[config.mk]
export PLATFORM = sky130hd
export DESIGN_NAME = sccb_cam_config
export DESIGN_NICKNAME = d
export VERILOG_FILES = /design/src/rtl/sccb_pkg.sv /design/src/rtl/sccb_cam_config_timer.sv /design/src/rtl/sccb_cam_config.sv
export SDC_FILE = /design/constraint.sdc
export NUM_CORES = 1
export LEC_CHECK = 0
export CAP_MARGIN = 30
export CELL_PAD_IN_SITES_DETAIL_PLACEMENT = 1
export CELL_PAD_IN_SITES_GLOBAL_PLACEMENT = 1
export CORE_AREA = 2 2 103 105
export CTS_CLUSTER_SIZE = 8
export DETAILED_ROUTE_END_ITERATION = 6
export DIE_AREA = 0 0 105 107
export PLACE_DENSITY = 0.78
export SLEW_MARGIN = 30
export SYNTH_ARGS = -nofsm -noshare
export SYNTH_HDL_FRONTEND = slang
export SYNTH_SLANG_ARGS = --single-unit
export TNS_END_PERCENT = 100
[constraint.sdc]
create_clock -name CLK -period 3.49 [get_ports CLK]
set_input_delay 0.698 -clock CLK [delete_from_list [all_inputs] [get_ports CLK]]
set_output_delay 0.698 -clock CLK [all_outputs]
set_load 0.01 [all_outputs]
[src/rtl/sccb_pkg.sv]
// Shared types and constants for the OV7670 SCCB configuration sequencer.
// bus_drive() maps a sequencer position onto the SIOC level and the SIOD pull-down.
package sccb_pkg;

    typedef enum logic [3:0] {
        PWRUP,
        FETCH,
        START,
        BIT,
        STOP,
        GAP,
        DELAY,
        DONE,
        ERR
    } sccb_state_e;

    localparam logic [15:0] END_ENTRY   = 16'hFFFF;
    localparam logic [15:0] DELAY_ENTRY = 16'hFFF0;
    localparam int          SCCB_WORD_BITS = 27;

    // Returns {sioc, siod_oe}; siod_oe=1 pulls SIOD low, 0 releases it.
    function automatic logic [1:0] bus_drive(input sccb_state_e st,
                                             input logic [1:0]  q,
                                             input logic        data_bit);
        logic [1:0] drv;
        drv = 2'b10;
        case (st)
            START: begin
                case (q)
                    2'd0:    drv = 2'b10;
                    2'd1:    drv = 2'b11;
                    default: drv = 2'b01;
                endcase
            end
            BIT: begin
                drv = {q[1], ~data_bit};
            end
            STOP: begin
                case (q)
                    2'd0:    drv = 2'b01;
                    2'd1:    drv = 2'b11;
                    default: drv = 2'b10;
                endcase
            end
            default: drv = 2'b10;
        endcase
        return drv;
    endfunction

endpackage

[src/rtl/sccb_cam_config_timer.sv]
// Free-running cycle counter that the sequencer restarts on state entry
// and at every quarter-bit boundary.
module sccb_cam_config_timer #(
    parameter int W = 8
) (
    input  logic         CLK,
    input  logic         RST_N,
    input  logic         restart,
    output logic [W-1:0] count
);

    always_ff @(posedge CLK or negedge RST_N) begin
        if (!RST_N) begin
            count <= '0;
        end else if (restart) begin
            count <= '0;
        end else begin
            count <= count + 1'b1;
        end
    end

endmodule

[src/rtl/sccb_cam_config.sv]
// Walks a {reg_addr, data} table and issues one 3-phase SCCB write per entry
// to the OV7670, with power-up wait, embedded delays and end/overrun detection.
module sccb_cam_config
    import sccb_pkg::*;
#(
    parameter int          QUARTER_CYC = 125,
    parameter int          PWRUP_CYC   = 50_000_000,
    parameter int          DELAY_CYC   = 500_000,
    parameter int          MAX_ENTRIES = 256,
    parameter logic [7:0]  DEV_ADDR    = 8'h42
) (
    input  logic                           CLK,
    input  logic                           RST_N,
    input  logic                           start,
    output logic [$clog2(MAX_ENTRIES)-1:0] rom_addr,
    input  logic [15:0]                    rom_data,
    output logic                           sioc,
    output logic                           siod_oe,
    input  logic                           siod_in,
    output logic                           busy,
    output logic                           done,
    output logic                           err,
    output logic [7:0]                     nack_cnt
);

    localparam int AW      = $clog2(MAX_ENTRIES);
    localparam int LONGEST = (PWRUP_CYC > DELAY_CYC) ?
                             ((PWRUP_CYC > QUARTER_CYC) ? PWRUP_CYC : QUARTER_CYC) :
                             ((DELAY_CYC > QUARTER_CYC) ? DELAY_CYC : QUARTER_CYC);
    localparam int CW      = $clog2(LONGEST + 1);
    localparam logic [AW-1:0] LAST_ADDR = AW'(MAX_ENTRIES - 1);
    localparam logic [4:0]    LAST_BIT  = 5'(SCCB_WORD_BITS - 1);

    sccb_state_e                state, state_nx;
    logic [1:0]                 q, q_nx;
    logic [4:0]                 bit_idx, bit_nx;
    logic [SCCB_WORD_BITS-1:0]  shift, shift_nx;
    logic [AW-1:0]              addr_nx;
    logic [7:0]                 nack_nx;
    logic [CW-1:0]              cnt;
    logic                       qtick, bus_phase, restart;
    logic                       drv_sioc, drv_oe;

    sccb_cam_config_timer #(.W(CW)) u_timer (
        .CLK     (CLK),
        .RST_N   (RST_N),
        .restart (restart),
        .count   (cnt)
    );

    // Next-state, table walk and ack sampling; bus levels are decoded from the
    // next position so the registered sioc/siod_oe line up with the state.
    always_comb begin
        state_nx  = state;
        q_nx      = q;
        bit_nx    = bit_idx;
        shift_nx  = shift;
        addr_nx   = rom_addr;
        nack_nx   = nack_cnt;
        qtick     = (cnt == CW'(QUARTER_CYC - 1));
        bus_phase = (state inside {START, BIT, STOP, GAP});

        if (bus_phase && qtick) begin
            q_nx = q + 2'd1;
        end

        case (state)
            PWRUP: begin
                if (cnt == CW'(PWRUP_CYC - 1)) state_nx = FETCH;
            end
            FETCH: begin
                q_nx   = 2'd0;
                bit_nx = 5'd0;
                if (rom_data == END_ENTRY) begin
                    state_nx = DONE;
                end else if (rom_data == DELAY_ENTRY) begin
                    state_nx = DELAY;
                end else begin
                    shift_nx = {DEV_ADDR, 1'b1, rom_data[15:8], 1'b1, rom_data[7:0], 1'b1};
                    state_nx = START;
                end
            end
            START: begin
                if (qtick && q == 2'd3) state_nx = BIT;
            end
            BIT: begin
                if (qtick && q == 2'd3) begin
                    if ((bit_idx == 5'd8 || bit_idx == 5'd17 || bit_idx == LAST_BIT) &&
                        siod_in && nack_cnt != 8'hFF) begin
                        nack_nx = nack_cnt + 8'd1;
                    end
                    shift_nx = {shift[SCCB_WORD_BITS-2:0], 1'b0};
                    if (bit_idx == LAST_BIT) begin
                        state_nx = STOP;
                    end else begin
                        bit_nx = bit_idx + 5'd1;
                    end
                end
            end
            STOP: begin
                if (qtick && q == 2'd3) state_nx = GAP;
            end
            GAP, DELAY: begin
                if ((state == GAP && qtick && q == 2'd3) ||
                    (state == DELAY && cnt == CW'(DELAY_CYC - 1))) begin
                    if (rom_addr == LAST_ADDR) begin
                        state_nx = ERR;
                    end else begin
                        addr_nx  = rom_addr + 1'b1;
                        state_nx = FETCH;
                    end
                end
            end
            DONE, ERR: begin
                if (start) begin
                    nack_nx  = 8'd0;
                    addr_nx  = '0;
                    state_nx = FETCH;
                end
            end
            default: state_nx = PWRUP;
        endcase

        restart = (state_nx != state) || (bus_phase && qtick);
        {drv_sioc, drv_oe} = bus_drive(state_nx, q_nx, shift_nx[SCCB_WORD_BITS-1]);
    end

    always_ff @(posedge CLK or negedge RST_N) begin
        if (!RST_N) begin
            state    <= PWRUP;
            q        <= 2'd0;
            bit_idx  <= 5'd0;
            shift    <= '0;
            rom_addr <= '0;
            nack_cnt <= 8'd0;
            sioc     <= 1'b1;
            siod_oe  <= 1'b0;
        end else begin
            state    <= state_nx;
            q        <= q_nx;
            bit_idx  <= bit_nx;
            shift    <= shift_nx;
            rom_addr <= addr_nx;
            nack_cnt <= nack_nx;
            sioc     <= drv_sioc;
            siod_oe  <= drv_oe;
        end
    end

    assign busy = !(state inside {DONE, ERR});
    assign done = (state == DONE);
    assign err  = (state == ERR);

endmodule

==> out/results.ini <==
[global_routing]
antenna_found_initial=0
grt_pass1_wl_um=19400
grt-ovfl-total=0
grt_pass1_vias=3893
grt_max_degree=83
grt_usage=0.214

[synthesis]
synthTopCellsByCount=dfrtp_1, nand2_1, nor2_1
postSynthCellCount=471
synthDistinctLibCells=65
synth_edf_count=0
synth-seq-cells=82
ys_async_sr_fraction=1.00
syn_area_um2=4500
synth.most_common_cell=dfrtp_1
ys_warn_count=0
synth_top_area_share=0.451
synth-main-ff-cell=dfrtp_1
synth_top_cells_by_area=dfrtp_1, nand2_1, xnor2_1, nor2_1, nor3_1
seq_area_frac_synth=0.457
synth_area_per_cell_um2=9.54
syn_nets=500
synth_top_area_cell=dfrtp_1

[setup_path]
end_kind=register
r2r-end=u_timer.count[12]
crit_path_cell_trace=clkdlybuf4s50_1 > or4_1 > a2111oi_0 > nor2b_1 > nor2_1 > buf_4 > a22o_1
cp_slowest_stage_delay_ns=0.66
start_kind=primary input
critPathArrivalTime_ns=3.33
cp_max_fo=11
r2r_slack_ns=0.56
reg2regPathDepth=7
crit_path_top_delay_cell=a2111oi_0
crit_type=in2reg
r2r_start=u_timer.count[12]
required_ns=3.78

[power_and_ir_drop]
p_sw_frac=0.249
switchingPower_mw=0.415
power_frac_seq=0.578
clkPwrFrac=0.378
p_leak_nw=2.23
internal_power_mw=1.25
power_density_nw_per_um2=321
max-vdd-ir-drop_uv=149
power_frac_comb=0.044
power_mw=1.67

[die]
io_pins=41
core_area_um2=10100
die_w_um=105
die_area_um2=11200
die_h_um=107
start_util=0.445
row_count=37

[detailed_routing]
drc=0
routed_via_density=5.67
wl_per_cell_um=17.3
first_pass_iters=4
via_count=3693
drt-total-wl_um=11200
antenna_left=0
drt_iter0_markers=139

[cells_and_area]
final_util=0.515
layout-drive-gt1-share=0.0796
design_area_um2=5200
final_nets=539
fin_cells=651
syn_to_final_growth_pct=15.7
antenna_cells=0

[sta]
max_slew_margin=0.464
slew_violations=0
skew_ns=0.0122
setup-tns-final_ns=0
post-route-min-period_ns=3.04
fin_hold_ws_ns=0.364
rsz0062_at_grt=false
tightest_slew_ns=0.804
fmaxAchievable_mhz=329
final.setup.worst_slack_ns=0.450
fin_crit_sh=0.871
setup_viol=0
hold_viol_final=0

[clock_network]
tritoncts.num_buffers=9
clk_path_buf_depth=2
clock_latency_ns=0.36
hold_buffers=0
clkSinkCount=82
cts_tree=done
cts.repair.resized=0
cts_root_buffer=clkbuf_8
htreeDepth=3
cts_setup_buffers=0
clk_pin_slew_ns=0.09

[placement]
port_buffers=40
dp_slack_ns=0.0677
place_congestion=0.788
place_area_um2=5030
dp_hpwl_um=8100
placed_cells=635

[run_status]
outcome=completed

[job]
cap_violations=0

[hold_path]
hp-class=in2async

cell usage in the layout (no fill, tap or decap), types with 3 or more instances in the layout:
| cell type | count |
|---|---|
| dfrtp_1 | 81 |
| nand2_1 | 66 |
| nor2_1 | 43 |
| clkdlybuf4s50_1 | 39 |
| nor3_1 | 30 |
| xnor2_1 | 23 |
| a22oi_1 | 16 |
| nand3_1 | 15 |
| xor2_1 | 15 |
| inv_1 | 14 |
| nand4_1 | 14 |
| nand2b_1 | 9 |
| a21oi_1 | 9 |
| ha_1 | 9 |
| clkbuf_8 | 9 |
| o21ai_0 | 8 |
| mux2i_1 | 8 |
| buf_4 | 8 |
| nor4_1 | 6 |
| and4_1 | 6 |
| and3_1 | 6 |
| nor2b_1 | 6 |
| a22o_1 | 6 |
| or3_1 | 4 |
| o21a_1 | 4 |
| nor4bb_1 | 3 |
| a31oi_1 | 3 |
power groups by stage:
stage	Sequential, mW	Combinational, mW	Clock (mW)
final	0.965	0.0730	0.631
after global routing	0.967	0.0812	0.691
after CTS	0.965	0.0756	0.650
after detailed placement	0.984	0.0755	0
after global placement	0.983	0.0726	0
after floorplan	0.985	0.0108	0
sequential cells by signal, indices dropped and copies added (netlist names):
register / flops
shift: 27
u_timer.count: 26
nack_cnt: 8
rom_addr: 8
bit_idx: 5
state: 4
q: 2
sioc: 1
siod_oe: 1
cell type report:
cell class,count,area [um2]
Timing Repair Buffer,48,462
Sequential cell,82,2050
Multi-Input combinational cell,355,2290
Clock inverter,7,51.3
Inverter,14,52.6
Fill cell,1246,4890
Clock buffer,9,124
Tap cell,136,170
metal layers:
metal	GRT usage	vias to the layer above	share of wire
met4	0.0790	0	0.017
met2	0.374	64	0.50
met3	0.0334	16	0.026
met5	0	-	0
li1	-	1761	-
met1	0.269	1852	0.45
how the worst max path moves through the flow:
stage,depth (start not counted),start,end
final,7,rom_data[1],shift[21]
after global routing,7,rom_data[0],shift[21]
after CTS,7,rom_data[0],shift[21]
after detailed placement,7,rom_data[0],shift[21]
after global placement,7,rom_data[0],shift[19]
after floorplan,7,rom_data[0],shift[7]
critical path, delay by kind of cell:
family                 cells  cell delay, ns
buffers and inverters      2            0.72
and+or+nand+nor            3            1.08
AOI/OAI and AO/OA          2            0.82
cell families after synthesis:
logic type | synth area share
flops | 0.457
mux | 0.0203
xor+xnor | 0.0802
buf+inv | 0.0342
fa+ha+maj | 0.0250
compound gates | 0.104
simple gates | 0.279
Note: power is estimated with default switching activity, not from simulation.
